===== src/rtl/vga_sync_gen_pkg.sv =====
// Default 640x480@60 raster timing shared by the sync generator and downstream stages.
// Stages that only need the visible area import DEF_H_DISPLAY / DEF_V_DISPLAY from here.
package vga_sync_gen_pkg;

  localparam int PIX_W = 10;

  localparam int DEF_TICK_DIV  = 4;
  localparam int DEF_H_DISPLAY = 640;
  localparam int DEF_H_FRONT   = 16;
  localparam int DEF_H_SYNC    = 96;
  localparam int DEF_H_BACK    = 48;
  localparam int DEF_V_DISPLAY = 480;
  localparam int DEF_V_FRONT   = 10;
  localparam int DEF_V_SYNC    = 2;
  localparam int DEF_V_BACK    = 33;

  localparam int DEF_H_TOTAL = DEF_H_DISPLAY + DEF_H_FRONT + DEF_H_SYNC + DEF_H_BACK;
  localparam int DEF_V_TOTAL = DEF_V_DISPLAY + DEF_V_FRONT + DEF_V_SYNC + DEF_V_BACK;

  localparam int DEF_HS_START = DEF_H_DISPLAY + DEF_H_FRONT;
  localparam int DEF_HS_END   = DEF_HS_START + DEF_H_SYNC - 1;
  localparam int DEF_VS_START = DEF_V_DISPLAY + DEF_V_FRONT;
  localparam int DEF_VS_END   = DEF_VS_START + DEF_V_SYNC - 1;

  // Inclusive unsigned window test used for both sync pulses.
  function automatic logic in_window(input logic [PIX_W-1:0] v,
                                     input logic [PIX_W-1:0] lo,
                                     input logic [PIX_W-1:0] hi);
    return (v >= lo) && (v <= hi);
  endfunction

endpackage


===== src/rtl/vga_sync_gen_pixel_tick.sv =====
// Mod-TICK_DIV counter; p_tick is high for the one clk where the count sits at TICK_DIV-1.
// TICK_DIV is expected to be >= 2 so that p_tick reads 0 while held in reset.
module pixel_tick_gen #(
  parameter int TICK_DIV = 4
) (
  input  logic clk,
  input  logic reset_n,
  output logic p_tick
);

  localparam int CW = (TICK_DIV > 1) ? $clog2(TICK_DIV) : 1;
  localparam logic [CW-1:0] LAST = CW'(TICK_DIV - 1);

  logic [CW-1:0] tick_cnt;

  always_ff @(posedge clk or negedge reset_n) begin
    if (!reset_n) begin
      tick_cnt <= '0;
    end else if (tick_cnt == LAST) begin
      tick_cnt <= '0;
    end else begin
      tick_cnt <= tick_cnt + CW'(1);
    end
  end

  assign p_tick = (tick_cnt == LAST);

endmodule


===== src/rtl/vga_sync_gen.sv =====
// Raster timing source: pixel tick, h/v counters and sync/blank decode, all registered
// on the same p_tick edge so pixel_x/pixel_y/video_on/hsync/vsync describe one pixel.
module vga_sync_gen
  import vga_sync_gen_pkg::*;
#(
  parameter int TICK_DIV  = DEF_TICK_DIV,
  parameter int H_DISPLAY = DEF_H_DISPLAY,
  parameter int H_FRONT   = DEF_H_FRONT,
  parameter int H_SYNC    = DEF_H_SYNC,
  parameter int H_BACK    = DEF_H_BACK,
  parameter int V_DISPLAY = DEF_V_DISPLAY,
  parameter int V_FRONT   = DEF_V_FRONT,
  parameter int V_SYNC    = DEF_V_SYNC,
  parameter int V_BACK    = DEF_V_BACK
) (
  input  logic             clk,
  input  logic             reset_n,
  output logic             p_tick,
  output logic [PIX_W-1:0] pixel_x,
  output logic [PIX_W-1:0] pixel_y,
  output logic             video_on,
  output logic             hsync,
  output logic             vsync,
  output logic             frame_start
);

  localparam int H_TOTAL = H_DISPLAY + H_FRONT + H_SYNC + H_BACK;
  localparam int V_TOTAL = V_DISPLAY + V_FRONT + V_SYNC + V_BACK;

  localparam logic [PIX_W-1:0] H_LAST   = PIX_W'(H_TOTAL - 1);
  localparam logic [PIX_W-1:0] V_LAST   = PIX_W'(V_TOTAL - 1);
  localparam logic [PIX_W-1:0] H_VIS    = PIX_W'(H_DISPLAY);
  localparam logic [PIX_W-1:0] V_VIS    = PIX_W'(V_DISPLAY);
  localparam logic [PIX_W-1:0] HS_START = PIX_W'(H_DISPLAY + H_FRONT);
  localparam logic [PIX_W-1:0] HS_END   = PIX_W'(H_DISPLAY + H_FRONT + H_SYNC - 1);
  localparam logic [PIX_W-1:0] VS_START = PIX_W'(V_DISPLAY + V_FRONT);
  localparam logic [PIX_W-1:0] VS_END   = PIX_W'(V_DISPLAY + V_FRONT + V_SYNC - 1);

  logic [PIX_W-1:0] x_next;
  logic [PIX_W-1:0] y_next;
  logic             h_wrap;
  logic             v_wrap;

  pixel_tick_gen #(
    .TICK_DIV (TICK_DIV)
  ) u_pixel_tick (
    .clk     (clk),
    .reset_n (reset_n),
    .p_tick  (p_tick)
  );

  always_comb begin
    h_wrap = (pixel_x == H_LAST);
    v_wrap = (pixel_y == V_LAST);
    x_next = h_wrap ? '0 : pixel_x + PIX_W'(1);
    y_next = pixel_y;
    if (h_wrap) begin
      y_next = v_wrap ? '0 : pixel_y + PIX_W'(1);
    end
  end

  // Decode from x_next/y_next so the flags land on the same edge as the counters.
  always_ff @(posedge clk or negedge reset_n) begin
    if (!reset_n) begin
      pixel_x     <= '0;
      pixel_y     <= '0;
      video_on    <= 1'b0;
      hsync       <= 1'b1;
      vsync       <= 1'b1;
      frame_start <= 1'b0;
    end else begin
      frame_start <= 1'b0;
      if (p_tick) begin
        pixel_x     <= x_next;
        pixel_y     <= y_next;
        video_on    <= (x_next < H_VIS) && (y_next < V_VIS);
        hsync       <= !in_window(x_next, HS_START, HS_END);
        vsync       <= !in_window(y_next, VS_START, VS_END);
        frame_start <= h_wrap && v_wrap;
      end
    end
  end

endmodule

===== config.mk =====
export PLATFORM = sky130hd
export DESIGN_NAME = vga_sync_gen
export DESIGN_NICKNAME = d
export VERILOG_FILES = /design/src/rtl/vga_sync_gen_pkg.sv /design/src/rtl/vga_sync_gen_pixel_tick.sv /design/src/rtl/vga_sync_gen.sv
export SDC_FILE = /design/constraint.sdc
export NUM_CORES = 1
export LEC_CHECK = 0
export CORE_AREA = 2 2 70 72
export CTS_BUF_LIST = sky130_fd_sc_hd__clkbuf_8
export DETAILED_ROUTE_END_ITERATION = 6
export DIE_AREA = 0 0 72 74
export HOLD_SLACK_MARGIN = 0.08
export PLACE_DENSITY = 0.71
export SYNTH_ARGS = -nofsm -noshare
export SYNTH_HDL_FRONTEND = slang
export SYNTH_SLANG_ARGS = --single-unit

===== constraint.sdc =====
create_clock -name clk -period 3.5 [get_ports clk]
set_clock_uncertainty 0.2 [all_clocks]
set_input_delay 0.35 -clock clk [delete_from_list [all_inputs] [get_ports clk]]
set_output_delay 0.35 -clock clk [all_outputs]
set_load 0.02 [all_outputs]

==> results of run 1 <==
-- worst reg2reg max path, cell delays in order (launching register included) --
cell and delay [ns]:
dfrtp_1 0.52, or4b_4 0.65, nor3_4 0.45, o211a_1 0.24
o21ai_0 0.08, o32a_1 0.33
-- kinds of logic after synthesis --
| group | after synthesis | synth area share |
|---|---|---|
| fa+ha+maj | 5 | 0.0359 |
| compound gates | 47 | 0.185 |
| mux | 3 | 0.0187 |
| simple gates | 83 | 0.290 |
| buf+inv | 20 | 0.0560 |
| flops | 26 | 0.375 |
| xor+xnor | 8 | 0.0402 |
-- worst max path at each step --
stage | start | to | slack [ns]
CTS | pixel_x[5] | vsync | 0.95
floorplan | pixel_x[6] | vsync | 1.03
detailed placement | pixel_x[5] | video_on | 0.98
finish | pixel_x[5] | vsync | 0.95
global route | pixel_x[5] | pixel_y[4] | 0.77
global placement | pixel_x[5] | vsync | 0.99
-- power by group through the flow --
| stage | registers [mW] | clock network [mW] | logic, mW |
|---|---|---|---|
| after CTS | 0.300 | 0.207 | 0.00826 |
| after global placement | 0.306 | 0 | 0.00801 |
| final | 0.300 | 0.199 | 0.00750 |
| after global routing | 0.300 | 0.219 | 0.00900 |
| after detailed placement | 0.306 | 0 | 0.00822 |
| after floorplan | 0.306 | 0 | 0.000000402 |
-- stage by stage --
| step | area (sq um) | cells |
|---|---|---|
| 3_5_place_dp | 2010 | 260 |
| 2_1_floorplan | 1740 | 192 |
| 4_1_cts | 2070 | 264 |
| 3_3_place_gp | 2010 | 260 |
| 6_report | 2070 | 264 |
| 5_1_grt | 2070 | 264 |
-- layer usage --
| metal | GRT usage | vias up | routed length, um |
|---|---|---|---|
| met1 | 0.227 | 703 | 1910 |
| li1 | - | 745 | - |
| met3 | 0.0176 | 5 | 140 |
| met4 | 0.0692 | 0 | 70 |
| met2 | 0.252 | 30 | 1870 |
| met5 | 0 | - | 0 |
-- placed cells by master (no fill, tap or decap), types with 3 or more instances in the layout --
cell type and n:
nand3_1 10, dfrtp_1 24, a31oi_1 4, inv_1 6, and2_1 3, ha_1 5
nand4_1 10, nand2_1 18, xnor2_1 7, o21ai_0 12, nor2_1 12, a21oi_1 6
clkdlybuf4s50_1 26, nand2b_1 4, clkbuf_8 4, nor3_1 7
-- area by class of cell --
cell class	count	share of cell area
multi-input cells	146	0.480
repair buffers	28	0.133
flip-flops and latches	26	0.316
well taps	54	0.0327
clock buffers	4	0.0267
inverters	6	0.0109
-- registers in the layout, summed over array words and instances (netlist names) --
register / cells
video_on: 1
vsync: 1
pixel_y: 10
hsync: 1
pixel_x: 10
u_pixel_tick.tick_cnt: 2
frame_start: 1
==> summary.md, run 1 <==
| Metric | Value |
|---|---|
| Reg2reg end | vsync |
| Synth cell count leaders | 24 x dfrtp_1, 18 x nand2_1, 12 x nor2_1, 12 x o21ai_0 |
| Seq cells post-synth | 26 |
| Mean post-synth cell area | 9.08 sq um |
| Worst-Margin Slew | 0.613 ns |
| Max-Cap Viols | 0 |
| Hold Slack | 0.230 ns |
| Initial antenna violation count | 0 |
| CP Data Arrival Time | 2.55 ns |
| Area of the multi-input gates | 992 sq um |
| Core area | 0.00460 sq mm |
| Dpl ws | 0.977 ns |
| Fin crit share | 0.727 |
| Routability cong. | 0.896 |
| Worst hold path class | in2async |
| DR vias | 1483 |
| Gr ovfl total | 0 |
| Clock share of power | 0.392 |
| # DRC | 0 |
| Final Total Pwr | 506 uW |
| PnR worst setup slack | 0.954 ns |
| Fmax | 393 MHz |
| R2R Path Start | pixel_x[5] |
| Cell variety after synth | 58 |
| Psw | 104 uW |
| Area contributors post-synth | dfrtp_1 34%, nand2_1 3.9%, ha_1 3.6% |
| Crit path largest cell delay | 0.65 ns |
| Setup CP Type | reg2reg |
| Post-synth top area share | 0.345 |
| Die H | 74 um |
| Sw frac | 0.205 |
| # fillers | 450 |
| Largest net degree at the start of global routing | 27 |
| Die Wd | 72 um |
| Post-DP HPWL | 2.84 mm |
| Worst ir drop on vdd | 118 uV |
| LEAKAGE | 0.825 nW |
| Worst-case clock buffer depth | 2 |
| DR iter-0 viols | 156 |
| Area grow syn2layout | 18.5% |
| Hold buffer count at CTS | 0 |
| Post-CTS Setup Inserts | 0 |
| Overall Global Routing Usage | 0.161 |
| Final net count | 218 |
| Final hold violations | 0 |
| Crit Path Max Fanout | 13 |
| Startpoint Class | register |
| Final Util | 0.449 |
| Slew HR | 0.585 |
| EDFF count, synth | 0 |
| Unrepaired setup endpoints after global routing | no |
| Rows | 25 |
| Drt first pass iters | 4 |
| Yosys top cell by area | dfrtp_1 |
| R2R cell count | 5 |
| Synthesized netlist cell count | 192 |
| YS warnings | 0 |
| Worst EP required | 3.51 ns |
| Register-to-register setup slack | 0.95 ns |
| Int Power | 403 uW |
| CTS sink cnt | 26 |
| Vias in the first global route | 1395 |
| Setup violators final | 0 |
| Share of layout cells above drive strength 1 | 0.0905 |
| TritonCTS clock tree | done |
| Async SR Flop Fraction | 1.00 |
| Synth Flop Type | dfrtp_1 |
| Sequential share of the synthesized area | 0.375 |
| DIE AREA | 0.00533 sq mm |
| CP Capture Type | register |
| CTS Buf Count | 3 |
| Cell with the most instances after synthesis | dfrtp_1 |
| Io pins | 27 |
| Post-cts sizing count | 0 |
| Status | finished, final reports clean |
| H-tree levels | 1 |
| Worst-path clk slew | 0.09 ns |
| First-pass GRT wire length | 6.75 mm |
| Vias per cell | 5.62 |
| Clk root buf | clkbuf_8 |
| Post-Route WL | 3.99 mm |
| CP delay by family, top | simple AND/OR/NAND/NOR gates |
| Syn Nets | 199 |
| Crit-path cells | or4b_4 > nor3_4 > o211a_1 > o21ai_0 > o32a_1 |
| Antenna-violating nets left | 0 |
| Initial core utilization | 0.379 |
| Clock Latency Late Sink | 0.28 ns |
| WP depth | 5 |
| Comb power frac | 0.015 |
| Worst path buffer plus inverter count | 0 |
| Post-Syn Area | 0.00174 sq mm |
| Setup TNS | 0 ns |
| PortBufs | 26 |
| Register area | 653 sq um |
| Slowest-stage cell, CP | or4b_4 |
| Drt wl/cell | 15.1 um |
| Power Dens Cells | 245 mW/mm^2 |
| Number of max-slew violations in the final report | 0 |
| Sequential share of power | 0.593 |
| Min Tclk post-route | 2.55 ns |
| Number of diodes | 0 |
No activity file was read; power rests on OpenSTA's default activity.
==> inputs of run 2 (changes only) <==
- PLACE_DENSITY: 0.71 -> 0.73
- clock period: 3.5 -> 2.2 ns (I/O delays scaled with it)
==> run 2 against run 1 <==
Net effect:
- the flow now finishes with violations (negative setup slack)
- sequential power rose by 59%
- sequential share of layout area down 4.6 points
- utilization up 8.2 points
- register-to-register slack worse by 0.96 ns
- critical path depth increased by 1
- critical endpoint unchanged
==> summary.md, run 2 (same netlist as run 1, synthesis figures left out) <==
| Metric | Value |
|---|---|
| DR iter-0 viols | 129 |
| Max-Cap Viols | 0 |
| LEAKAGE | 1.02 nW |
| Worst ir drop on vdd | 195 uV |
| DR vias | 1672 |
| Slew HR | 0.690 |
| Status | complete, but fails checks |
| TritonCTS clock tree | done |
| Final net count | 254 |
| Overall Global Routing Usage | 0.176 |
| H-tree levels | 1 |
| Fmax | 454 MHz |
| CP delay by family, top | simple AND/OR/NAND/NOR gates |
| Rows | 25 |
| CP Data Arrival Time | 2.22 ns |
| Crit-path cells | or4b_4 > nor3_4 > buf_4 > o2111a_1 > o32ai_2 > o32a_1 |
| Post-Route WL | 4.57 mm |
| Design area | 0.00244 sq mm |
| Fin crit share | 1.00 |
| Die H | 74 um |
| # DRC | 0 |
| Top flop regs | pixel_x (10), pixel_y (10), u_pixel_tick.tick_cnt (2) |
| Setup CP Type | reg2reg |
| Power Dens Cells | 368 mW/mm^2 |
| Worst path buffer plus inverter count | 1 |
| Area post-placement | 0.00223 sq mm |
| Clk root buf | clkbuf_8 |
| Number of diodes | 0 |
| Most frequent cells in the layout | 36 x buf_4, 26 x clkdlybuf4s50_1, 18 x nand2_1, 18 x dfrtp_1 |
| Commonest non-fill, non-tap cell in the layout | buf_4 |
| DIE AREA | 0.00533 sq mm |
| PortBufs | 26 |
| Worst-case clock buffer depth | 2 |
| Area grow syn2layout | 40.2% |
| Vias per cell | 5.57 |
| Clock Latency Late Sink | 0.28 ns |
| Post-DP HPWL | 3.12 mm |
| Antenna-violating nets left | 0 |
| Worst hold path class | in2async |
| Worst EP required | 2.22 ns |
| Worst-Margin Slew | 0.453 ns |
| CTS sink cnt | 26 |
| Drt first pass iters | 4 |
| Setup violators final | 1 |
| Initial antenna violation count | 0 |
| Startpoint Class | register |
| Largest net degree at the start of global routing | 27 |
| Dpl ws | -0.0460 ns |
| Final Total Pwr | 898 uW |
| Number of max-slew violations in the final report | 0 |
| CTS Buf Count | 3 |
| Share of layout cells above drive strength 1 | 0.289 |
| PnR worst setup slack | -0.00241 ns |
| Final hold violations | 0 |
| Unrepaired setup endpoints after global routing | yes |
| CP Capture Type | register |
| Initial core utilization | 0.379 |
| Final Non-Filler Cells | 300 |
| Min Tclk post-route | 2.20 ns |
| Slowest-stage cell, CP | or4b_4 |
| Die Wd | 72 um |
| Routability cong. | 0.880 |
| DP Cell Count | 286 |
| Worst-path clk slew | 0.10 ns |
| First-pass GRT wire length | 7.41 mm |
| Core area | 0.00460 sq mm |
| Violated checks | negative setup slack |
| Vias in the first global route | 1508 |
| Gr ovfl total | 0 |
| Register-to-register setup slack | -0.002 ns |
| Crit Path Max Fanout | 4 |
| Drt wl/cell | 15.2 um |
| Io pins | 27 |
| Hold Slack | 0.0999 ns |
| Crit path largest cell delay | 0.60 ns |
run 2: power by group:
group | switching (mW) | internal [mW]
combinational | 0.00946 | 0.00271
clock | 0.165 | 0.244
sequential | 0 | 0.478
total | 0.174 | 0.724
run 2: layout make-up:
| cell class | instances | area, sq um |
|---|---|---|
| Fill cell | 420 | 2150 |
| Multi-Input combinational cell | 146 | 1070 |
| Sequential cell | 26 | 661 |
| Timing Repair Buffer | 64 | 553 |
| Tap cell | 54 | 67.6 |
| Clock buffer | 3 | 41.3 |
| Clock inverter | 1 | 30.0 |
| Inverter | 6 | 22.5 |
run 2: routing by layer:
| layer | GRT usage | up-vias | part of all wire |
|---|---|---|---|
| met3 | 0.0230 | 4 | 0.050 |
| li1 | - | 823 | - |
| met5 | 0 | - | 0 |
| met2 | 0.292 | 41 | 0.48 |
| met1 | 0.245 | 804 | 0.46 |
| met4 | 0.0461 | 0 | 0.0090 |
run 2: final timing paths:
kind                                                  to                     start  cells past startpoint
worst min register to register  u_pixel_tick.tick_cnt[0]  u_pixel_tick.tick_cnt[0]                      1
worst max-delay path                               vsync                pixel_x[6]                      6
max in group asynchronous                          hsync                   reset_n                      2
worst min-delay path                          pixel_y[9]                   reset_n                      2
worst max register to register                     vsync                pixel_x[6]                      6
min in group clk                u_pixel_tick.tick_cnt[0]  u_pixel_tick.tick_cnt[0]                      1
run 2: worst reg2reg max path, delay by kind of cell, from the launching register on:
kind                   cells  cell delay, ns
AND/OR/NAND/NOR            2            0.78
AO/OA/AOI/OAI              3            0.60
buffers and inverters      1            0.15
flip-flops                 1            0.42
run 2: what timing repair did:
action | 4_1_cts | 5_1_grt
pin swaps | 4 | 11
setup buffers | 6 | 4
hold buffers | 0 | 0
resized for setup | 6 | 5
setup endpoints to repair | 2 | 6
run 2: per-stage QoR:
step	setup TNS, ns	util
after floorplan	-0.0879	-
after global placement	0	0.486
after detailed placement	-0.0638	0.486
after CTS	0	0.520
after global routing	-0.134	0.531
final	-0.00241	0.531
